## src/rtl/cpu_pkg.sv

```systemverilog
// Widths and controller state encoding shared by the program memory
// controller and the accumulator CPU core.
package cpu_pkg;

  localparam int DATA_W = 8;
  localparam int ADDR_W = 4;
  localparam int DEPTH  = 1 << ADDR_W;

  typedef enum logic [1:0] {
    LOAD = 2'd0,
    RUN  = 2'd1,
    ERR  = 2'd2
  } state_t;

endpackage

```

## src/rtl/mem_array_16x8.sv

```systemverilog
// Register-file memory: one write port, one registered read port.
// A synchronous reset clears every word and the read register.
module mem_array_16x8 #(
  parameter int DATA_W = cpu_pkg::DATA_W,
  parameter int ADDR_W = cpu_pkg::ADDR_W
) (
  input  logic              clk,
  input  logic              rst,
  input  logic              we,
  input  logic [ADDR_W-1:0] waddr,
  input  logic [DATA_W-1:0] wdata,
  input  logic              re,
  input  logic [ADDR_W-1:0] raddr,
  output logic [DATA_W-1:0] rdata
);

  localparam int DEPTH = 2 ** ADDR_W;

  logic [DATA_W-1:0] mem [DEPTH];

  // A read samples the array before this edge's write lands.
  always_ff @(posedge clk) begin
    if (rst) begin
      for (int i = 0; i < DEPTH; i++) begin
        mem[i] <= '0;
      end
      rdata <= '0;
    end else begin
      if (we) begin
        mem[waddr] <= wdata;
      end
      if (re) begin
        rdata <= mem[raddr];
      end
    end
  end

endmodule

```

## src/rtl/prog_mem_ctrl.sv

```systemverilog
// Program/data memory controller: streams a boot image from the host,
// then serves fixed-latency CPU fetch/read/store requests.
module prog_mem_ctrl #(
  parameter int DATA_W = cpu_pkg::DATA_W,
  parameter int ADDR_W = cpu_pkg::ADDR_W
) (
  input  logic              clk,
  input  logic              rst,
  input  logic              ld_valid,
  output logic              ld_ready,
  input  logic [DATA_W-1:0] ld_data,
  input  logic              ld_last,
  output logic              run,
  output logic              load_err,
  output logic [ADDR_W:0]   load_cnt,
  output logic [DATA_W-1:0] load_sum,
  input  logic              mem_req,
  input  logic              mem_we,
  input  logic [ADDR_W-1:0] mem_addr,
  input  logic [DATA_W-1:0] mem_wdata,
  output logic [DATA_W-1:0] mem_rdata,
  output logic              mem_ack
);

  import cpu_pkg::*;

  localparam int DEPTH_W = 2 ** ADDR_W;
  localparam logic [ADDR_W:0] LAST_CNT = (ADDR_W + 1)'(DEPTH_W - 1);

  state_t state, next_state;

  logic [ADDR_W-1:0] wptr;
  logic              xfer;
  logic              cpu_req;
  logic              arr_we;
  logic [ADDR_W-1:0] arr_waddr;
  logic [DATA_W-1:0] arr_wdata;
  logic              arr_re;

  assign xfer    = ld_valid && ld_ready;
  assign cpu_req = mem_req && (state == RUN);

  always_ff @(posedge clk) begin
    if (rst) begin
      state <= LOAD;
    end else begin
      state <= next_state;
    end
  end

  always_comb begin
    next_state = state;
    ld_ready   = 1'b0;
    run        = 1'b0;
    load_err   = 1'b0;
    case (state)
      LOAD: begin
        ld_ready = 1'b1;
        if (xfer) begin
          if (ld_last) begin
            next_state = RUN;
          end else if (load_cnt == LAST_CNT) begin
            next_state = ERR;
          end
        end
      end
      RUN: begin
        run = 1'b1;
      end
      ERR: begin
        load_err = 1'b1;
      end
      default: begin
        next_state = LOAD;
      end
    endcase
  end

  // The loader and the CPU never own the write port in the same state.
  always_comb begin
    arr_we    = 1'b0;
    arr_waddr = mem_addr;
    arr_wdata = mem_wdata;
    arr_re    = 1'b0;
    if (xfer) begin
      arr_we    = 1'b1;
      arr_waddr = wptr;
      arr_wdata = ld_data;
    end else if (cpu_req) begin
      arr_we = mem_we;
      arr_re = !mem_we;
    end
  end

  // wptr saturates at the last word since the 16th byte always leaves LOAD.
  always_ff @(posedge clk) begin
    if (rst) begin
      wptr     <= '0;
      load_cnt <= '0;
      load_sum <= '0;
    end else if (xfer) begin
      if (wptr != ADDR_W'(DEPTH_W - 1)) begin
        wptr <= wptr + ADDR_W'(1);
      end
      load_cnt <= load_cnt + (ADDR_W + 1)'(1);
      load_sum <= load_sum + ld_data;
    end
  end

  always_ff @(posedge clk) begin
    if (rst) begin
      mem_ack <= 1'b0;
    end else begin
      mem_ack <= cpu_req;
    end
  end

  mem_array_16x8 #(
    .DATA_W(DATA_W),
    .ADDR_W(ADDR_W)
  ) u_mem (
    .clk   (clk),
    .rst   (rst),
    .we    (arr_we),
    .waddr (arr_waddr),
    .wdata (arr_wdata),
    .re    (arr_re),
    .raddr (mem_addr),
    .rdata (mem_rdata)
  );

endmodule
```

## config.mk

```make
export PLATFORM = sky130hd
export DESIGN_NAME = prog_mem_ctrl
export DESIGN_NICKNAME = d
export VERILOG_FILES = /design/src/rtl/cpu_pkg.sv /design/src/rtl/mem_array_16x8.sv /design/src/rtl/prog_mem_ctrl.sv
export SDC_FILE = /design/constraint.sdc
export NUM_CORES = 1
export LEC_CHECK = 0
export BUFFER_PORTS_ARGS = -buffer_cell sky130_fd_sc_hd__buf_2
export CAP_MARGIN = 25
export CORE_MARGIN = 1
export CORE_UTILIZATION = 45
export DETAILED_ROUTE_END_ITERATION = 8
export PLACE_DENSITY = 0.72
export SYNTH_ARGS = -nofsm -noshare
export SYNTH_HDL_FRONTEND = slang
export SYNTH_SLANG_ARGS = --single-unit
```

## constraint.sdc

```tcl
create_clock -name clk -period 2.4 [get_ports clk]
set_input_delay 0.12 -clock clk [delete_from_list [all_inputs] [get_ports clk]]
set_output_delay 0.12 -clock clk [all_outputs]
set_load 0.01 [all_outputs]
```

==> results.sh, run 1 <==
export IMPL_finalHoldViolCount=0
export IMPL_grt_pass1_wl_um=27200
export IMPL_cts_path_max_buffers=2
export IMPL_drt_first_pass_iters=6
export IMPL_diodes=0
export IMPL_slew_headroom_pct=61.6
export IMPL_die_area_um2=16800
export IMPL_synth_area_per_cell_um2=13.3
export IMPL_post_route_drc_count=0
export IMPL_postSynthCellCount=552
export IMPL_status="finished clean"
export IMPL_tritoncts="built"
export IMPL_r2r_slack_ps=180
export IMPL_gr_total_overflow=0
export IMPL_cts_root_buf="clkbuf_16"
export IMPL_maxCapViolCount=0
export IMPL_vias=4753
export IMPL_rsz0062_at_grt="no"
export IMPL_p_leak_uw=0.00349
export IMPL_fin_crit_sh_pct=92.7
export IMPL_finClkSkew_ps=8.87
export IMPL_rows=46
export IMPL_synthesis_yosys_warnings=0
export IMPL_async_flop_share_pct=0
export IMPL_power_density_nw_per_um2=755
export IMPL_die_h_um=130
export IMPL_endpoint_kind="register"
export IMPL_critPathRequiredTime_ps=2490
export IMPL_ant_nets=0
export IMPL_fmax_mhz=449
export IMPL_vdd_drop_max_v=0.000506
export IMPL_endpoint="u_mem.mem[2][4]"
export IMPL_cts_buffers_inserted=17
export IMPL_worstMarginPinSlew_ps=577
export IMPL_io_buffers=50
export IMPL_path_clk_slew_ps=60
export IMPL_grt_pass1_vias=5021
export IMPL_die_x_um=130
export IMPL_synth_top_flop_cell="edfxtp_1"
export IMPL_dpl_hpwl_um=11800
export IMPL_setup_violations=0
export IMPL_fin_cells=856
export IMPL_drv_slew=0
export IMPL_reg2reg_depth=7
export IMPL_syn_to_final_growth_pct=16.8
export IMPL_drt_wl_total_um=17100
export IMPL_arrival_ps=2320
export IMPL_nets=667
export IMPL_ys_seq_area_share_pct=60.0
export IMPL_post_drt_wl_per_cell_um=20.0
export IMPL_ys_ff_latch=156
export IMPL_nFillCells=1350
export IMPL_io_pins=51
export IMPL_path_max_fanout=15
export IMPL_reg2reg_to="u_mem.mem[2][4]"
export IMPL_grt_max_degree=21
export IMPL_core_area_um2=15900
export IMPL_drive_gt1_share_pct=24.1
export IMPL_multiInputGateArea_um2=2760
export IMPL_first_iter_violations=498
export IMPL_grt_usage_pct=22.4
export IMPL_cts_sinks=156
export IMPL_gp_congestion=0.838
export IMPL_synth_edf_count=128
export IMPL_synth_cell_types=56
export IMPL_min_path_type="primary input to register"
export IMPL_setup_tns_ps=0
export IMPL_fin_crit_ps=2220
export IMPL_worstSetupStartpoint="state[0]"
export IMPL_syn_area_um2=7350
export IMPL_total_power_uw=6480
export IMPL_synth_nets=592
export IMPL_cts_htree_levels=4
export IMPL_vias_per_cell=5.55
export IMPL_cp_start_kind="register"
export IMPL_r2r_start="state[0]"
export IMPL_worstSetupPathType="register to register"
export IMPL_start_util_pct=46.2
export IMPL_insertion_delay_ps=430
export IMPL_dp_cells=822
export IMPL_regArea_um2=4400
export IMPL_antenna_found_initial=0
[Yosys cell counts, types with 3 or more instances]
cell type	n	area, µm²
a21o_1	11	82.6
nor2_1	141	529
nor3_1	5	25.0
dfxtp_1	28	561
mux2i_1	25	250
xor2_1	5	43.8
nor2b_1	4	25.0
inv_1	8	30.0
a21oi_4	3	48.8
ha_1	13	163
o22ai_1	8	50.1
o21ai_0	3	15.0
buf_2	12	60.1
nand3b_1	7	52.6
nand2_4	7	78.8
mux4_1	20	526
clkbuf_1	8	30.0
nand2_2	7	43.8
buf_6	4	45.0
edfxtp_1	128	3840
a21oi_1	10	50.1
nand2_1	34	128
nand3_1	7	35.0
mux4_2	12	270
[cells in the final DEF, fill, tap and decap left out, drive strengths merged, types with 8 or more instances in the layout]
| cell | instances |
|---|---|
| inv | 9 |
| buf | 83 |
| a21oi | 14 |
| mux2i | 25 |
| dfxtp | 28 |
| o22ai | 8 |
| nand2 | 48 |
| a21o | 11 |
| ha | 13 |
| clkbuf | 19 |
| nor2 | 141 |
| mux4 | 32 |
| edfxtp | 128 |
[routing by layer]
layer  wire [µm]  track usage (%)  share of wire, %
met5           0                0                 0
met4         386             9.03               2.3
met3        1140             4.76               6.7
met2        8590             37.5                50
met1        6960             28.7                41
[area by class of cell]
cell class / instances / area share [%]
Clock buffer: 19 / 5.04
Clock inverter: 13 / 1.73
Inverter: 8 / 0.350
Multi-Input combinational cell: 360 / 32.2
Sequential cell: 156 / 51.3
Tap cell: 216 / 3.15
Timing Repair Buffer: 84 / 6.21
[metrics by stage]
step / hold slack [ps] / worst slack (ps) / util (%) / area (µm²)
6_report: 13.1 / 175 / 54.0 / 8580
5_1_grt: 24.2 / 4.32 / 54.0 / 8580
4_1_cts: 2.07 / 34.4 / 53.8 / 8540
3_5_place_dp: 389 / 60.7 / 50.1 / 7950
3_3_place_gp: 368 / 163 / 50.1 / 7950
2_1_floorplan: 279 / 224 / - / 7350
[power breakdown]
part / switching (µW) / total (µW) / internal, µW
logic: 422 / 694 / 272
registers: 61.7 / 3110 / 3050
clock network: 1060 / 2680 / 1620
total: 1540 / 6480 / 4940
[sequential cells by signal (all words and copies together), names as in the netlist]
name,cells
load_sum,8
wptr,4
u_mem.rdata,8
mem_ack,1
state,2
load_cnt,5
u_mem.mem,128
[worst min-delay path by stage]
stage | startpoint | to | slack (ps) | depth (start not counted)
final | mem_req | mem_ack | 10 | 3
after global routing | mem_req | mem_ack | 20 | 3
after CTS | mem_req | mem_ack | 2 | 3
after detailed placement | rst | wptr[1] | 390 | 2
after global placement | rst | wptr[1] | 370 | 2
after floorplan | mem_req | mem_ack | 280 | 2
[repair_timing]
action                     CTS  global route
setup endpoints to repair    0            56
gates resized for setup      0             7
hold endpoints to repair     2             0
setup buffers                0             1
hold buffers                 1             0
[critical path, cell delays in order (launching register included)]
cell     delay, ps
dfxtp_1        350
inv_1           70
ha_1           270
and2_4         250
or3_1          360
o31ai_4        150
nand2_4        140
nand2_1        300
[cell families after synthesis]
group,Yosys count,synth area share (%)
muxes,58,14.4
xor gates and xnor gates,7,0.835
and+or+nand+nor,228,14.1
AOI/OAI and AO/OA,53,5.55
buffers and inverters,36,2.67
DFF,156,60.0
adders and majority gates,14,2.49
No activity file was read; power rests on OpenSTA's default activity.
==> inputs of run 2 (changes only) <==
- clock period: 2.4 -> 2.5 ns (I/O delays scaled with it)
==> results.sh, run 2 (synthesized netlist as in run 1, its figures left out) <==
export IMPL_setup_tns_ps=0
export IMPL_rows=46
export IMPL_min_path_type="primary input to register"
export IMPL_die_x_um=130
export IMPL_cts_path_max_buffers=2
export IMPL_timing_hold_ws_ps=32.2
export IMPL_cts_sinks=156
export IMPL_largest_register="u_mem.mem"
export IMPL_fmax_mhz=433
export IMPL_core_area_um2=15900
export IMPL_ant_nets=0
export IMPL_gp_congestion=0.882
export IMPL_tritoncts="built"
export IMPL_worstMarginPinSlew_ps=601
export IMPL_io_buffers=50
export IMPL_fin_crit_sh_pct=92.5
export IMPL_fin_crit_ps=2310
export IMPL_cts_root_buf="clkbuf_16"
export IMPL_dpl_hpwl_um=11700
export IMPL_grt_pass1_vias=4852
export IMPL_p_sw_uw=1410
export IMPL_power_density_nw_per_um2=704
export IMPL_clkPwrFrac_pct=38.6
export IMPL_setup_violations=0
export IMPL_cp_slowest_cell="dfxtp_1"
export IMPL_cp_cell_sequence="inv_1 > ha_1 > and2_4 > or3_4 > a21oi_4 > nand2_4 > nand2_2"
export IMPL_cp_start_kind="register"
export IMPL_comb_power_share_pct=11.1
export IMPL_reg_top3="u_mem.mem x128, load_sum x8, u_mem.rdata x8"
export IMPL_slew_headroom_pct=60.0
export IMPL_maxCapViolCount=0
export IMPL_grt_max_degree=25
export IMPL_die_h_um=130
export IMPL_finalHoldViolCount=0
export IMPL_crit_path_max_incr_delay_ps=370
export IMPL_drive_gt1_share_pct=21.9
export IMPL_nets=658
export IMPL_p_int_uw=4530
export IMPL_vias_per_cell=5.57
export IMPL_utilization_pct=53.1
export IMPL_rsz0062_at_grt="no"
export IMPL_status="finished clean"
export IMPL_critPathRequiredTime_ps=2610
export IMPL_antenna_found_initial=0
export IMPL_io_pins=51
export IMPL_cts_buffers_inserted=17
export IMPL_endpoint_kind="register"
export IMPL_drt_wl_total_um=16800
export IMPL_mostFrequentLayoutCell="nor2_1"
export IMPL_vias=4716
export IMPL_arrival_ps=2420
export IMPL_insertion_delay_ps=420
export IMPL_finClkSkew_ps=8.16
export IMPL_path_clk_slew_ps=60
export IMPL_worstSetupPathType="register to register"
export IMPL_largest_reg_flops=128
export IMPL_first_iter_violations=406
export IMPL_pwr_share_seq_pct=50.3
export IMPL_cts_htree_levels=4
export IMPL_die_area_um2=16800
export IMPL_syn_to_final_growth_pct=14.8
export IMPL_grt_pass1_wl_um=26300
export IMPL_start_util_pct=46.2
export IMPL_diodes=0
export IMPL_mostFrequentLayoutCells="nor2_1 (141), edfxtp_1 (128), buf_2 (50)"
export IMPL_gr_total_overflow=0
export IMPL_grt_usage_pct=21.7
export IMPL_power_share_switching_pct=23.7
export IMPL_p_leak_uw=0.00342
export IMPL_vdd_drop_max_v=0.000477
export IMPL_drv_slew=0
export IMPL_post_route_drc_count=0
export IMPL_path_max_fanout=13
export IMPL_post_drt_wl_per_cell_um=19.8
export IMPL_drt_first_pass_iters=5
-- run 2: changes by cell type in the layout (fill, tap and decap cells not counted), sizes merged --
cell / delta
buf: -9
clkbuf: +4
bufinv: -2
clkinvlp: -1
inv: -1
-- run 2: layout make-up --
type | count | area [µm²]
clock inverter | 9 | 72.6
clock buffer | 23 | 448
tap | 216 | 270
timing repair buffer | 75 | 453
fill | 1345 | 7450
multi-input combinational | 360 | 2760
inverter | 8 | 30.0
sequential | 156 | 4400
-- run 2: final timing paths --
kind | startpoint | endpoint | slack (ps) | depth (start not counted)
setup / recovery | state[1] | u_mem.mem[12][1] | 190 | 7
hold reg to reg | u_mem.rdata[3] | u_mem.rdata[3] | 450 | 1
setup reg to reg | state[1] | u_mem.mem[12][1] | 190 | 7
hold / removal | ld_last | state[0] | 30 | 3
-- run 2: power by group through the flow --
stage	registers (µW)	logic (µW)	clock network, µW
2_1_floorplan	3020	437	0
3_3_place_gp	3030	630	0
3_5_place_dp	3040	654	0
4_1_cts	2990	657	2320
5_1_grt	3000	709	2440
6_report	2990	657	2290
-- run 2: layer usage --
metal / part of all wire, % / global-route usage, %
met5: 0 / 0
met4: 2.6 / 8.21
met3: 7.8 / 5.95
met2: 49 / 36.1
met1: 41 / 27.2
-- run 2: worst max-delay path, delay by kind of cell (launching register included) --
family | cells | cell delay (ps)
adders and majority gates | 1 | 260
DFF | 1 | 370
buffers and inverters | 1 | 90
AOI/OAI and AO/OA | 1 | 340
and+or+nand+nor | 4 | 940
-- run 2: repair_timing --
action | CTS | global route
setup endpoints to repair | 0 | 32
hold endpoints to repair | 1 | 0
setup buffers | 0 | 0
hold buffers | 1 | 0
gates resized for setup | 0 | 4
-- run 2: per-stage QoR --
| stage | total power [µW] | instance area (µm²) | instances | setup slack [ps] |
|---|---|---|---|---|
| 2_1_floorplan | 3460 | 7350 | 552 | 324 |
| 3_3_place_gp | 3660 | 7890 | 814 | 202 |
| 3_5_place_dp | 3700 | 7890 | 814 | 93.8 |
| 4_1_cts | 5960 | 8420 | 847 | 85.7 |
| 5_1_grt | 6150 | 8430 | 847 | 49.4 |
| 6_report | 5940 | 8430 | 847 | 188 |
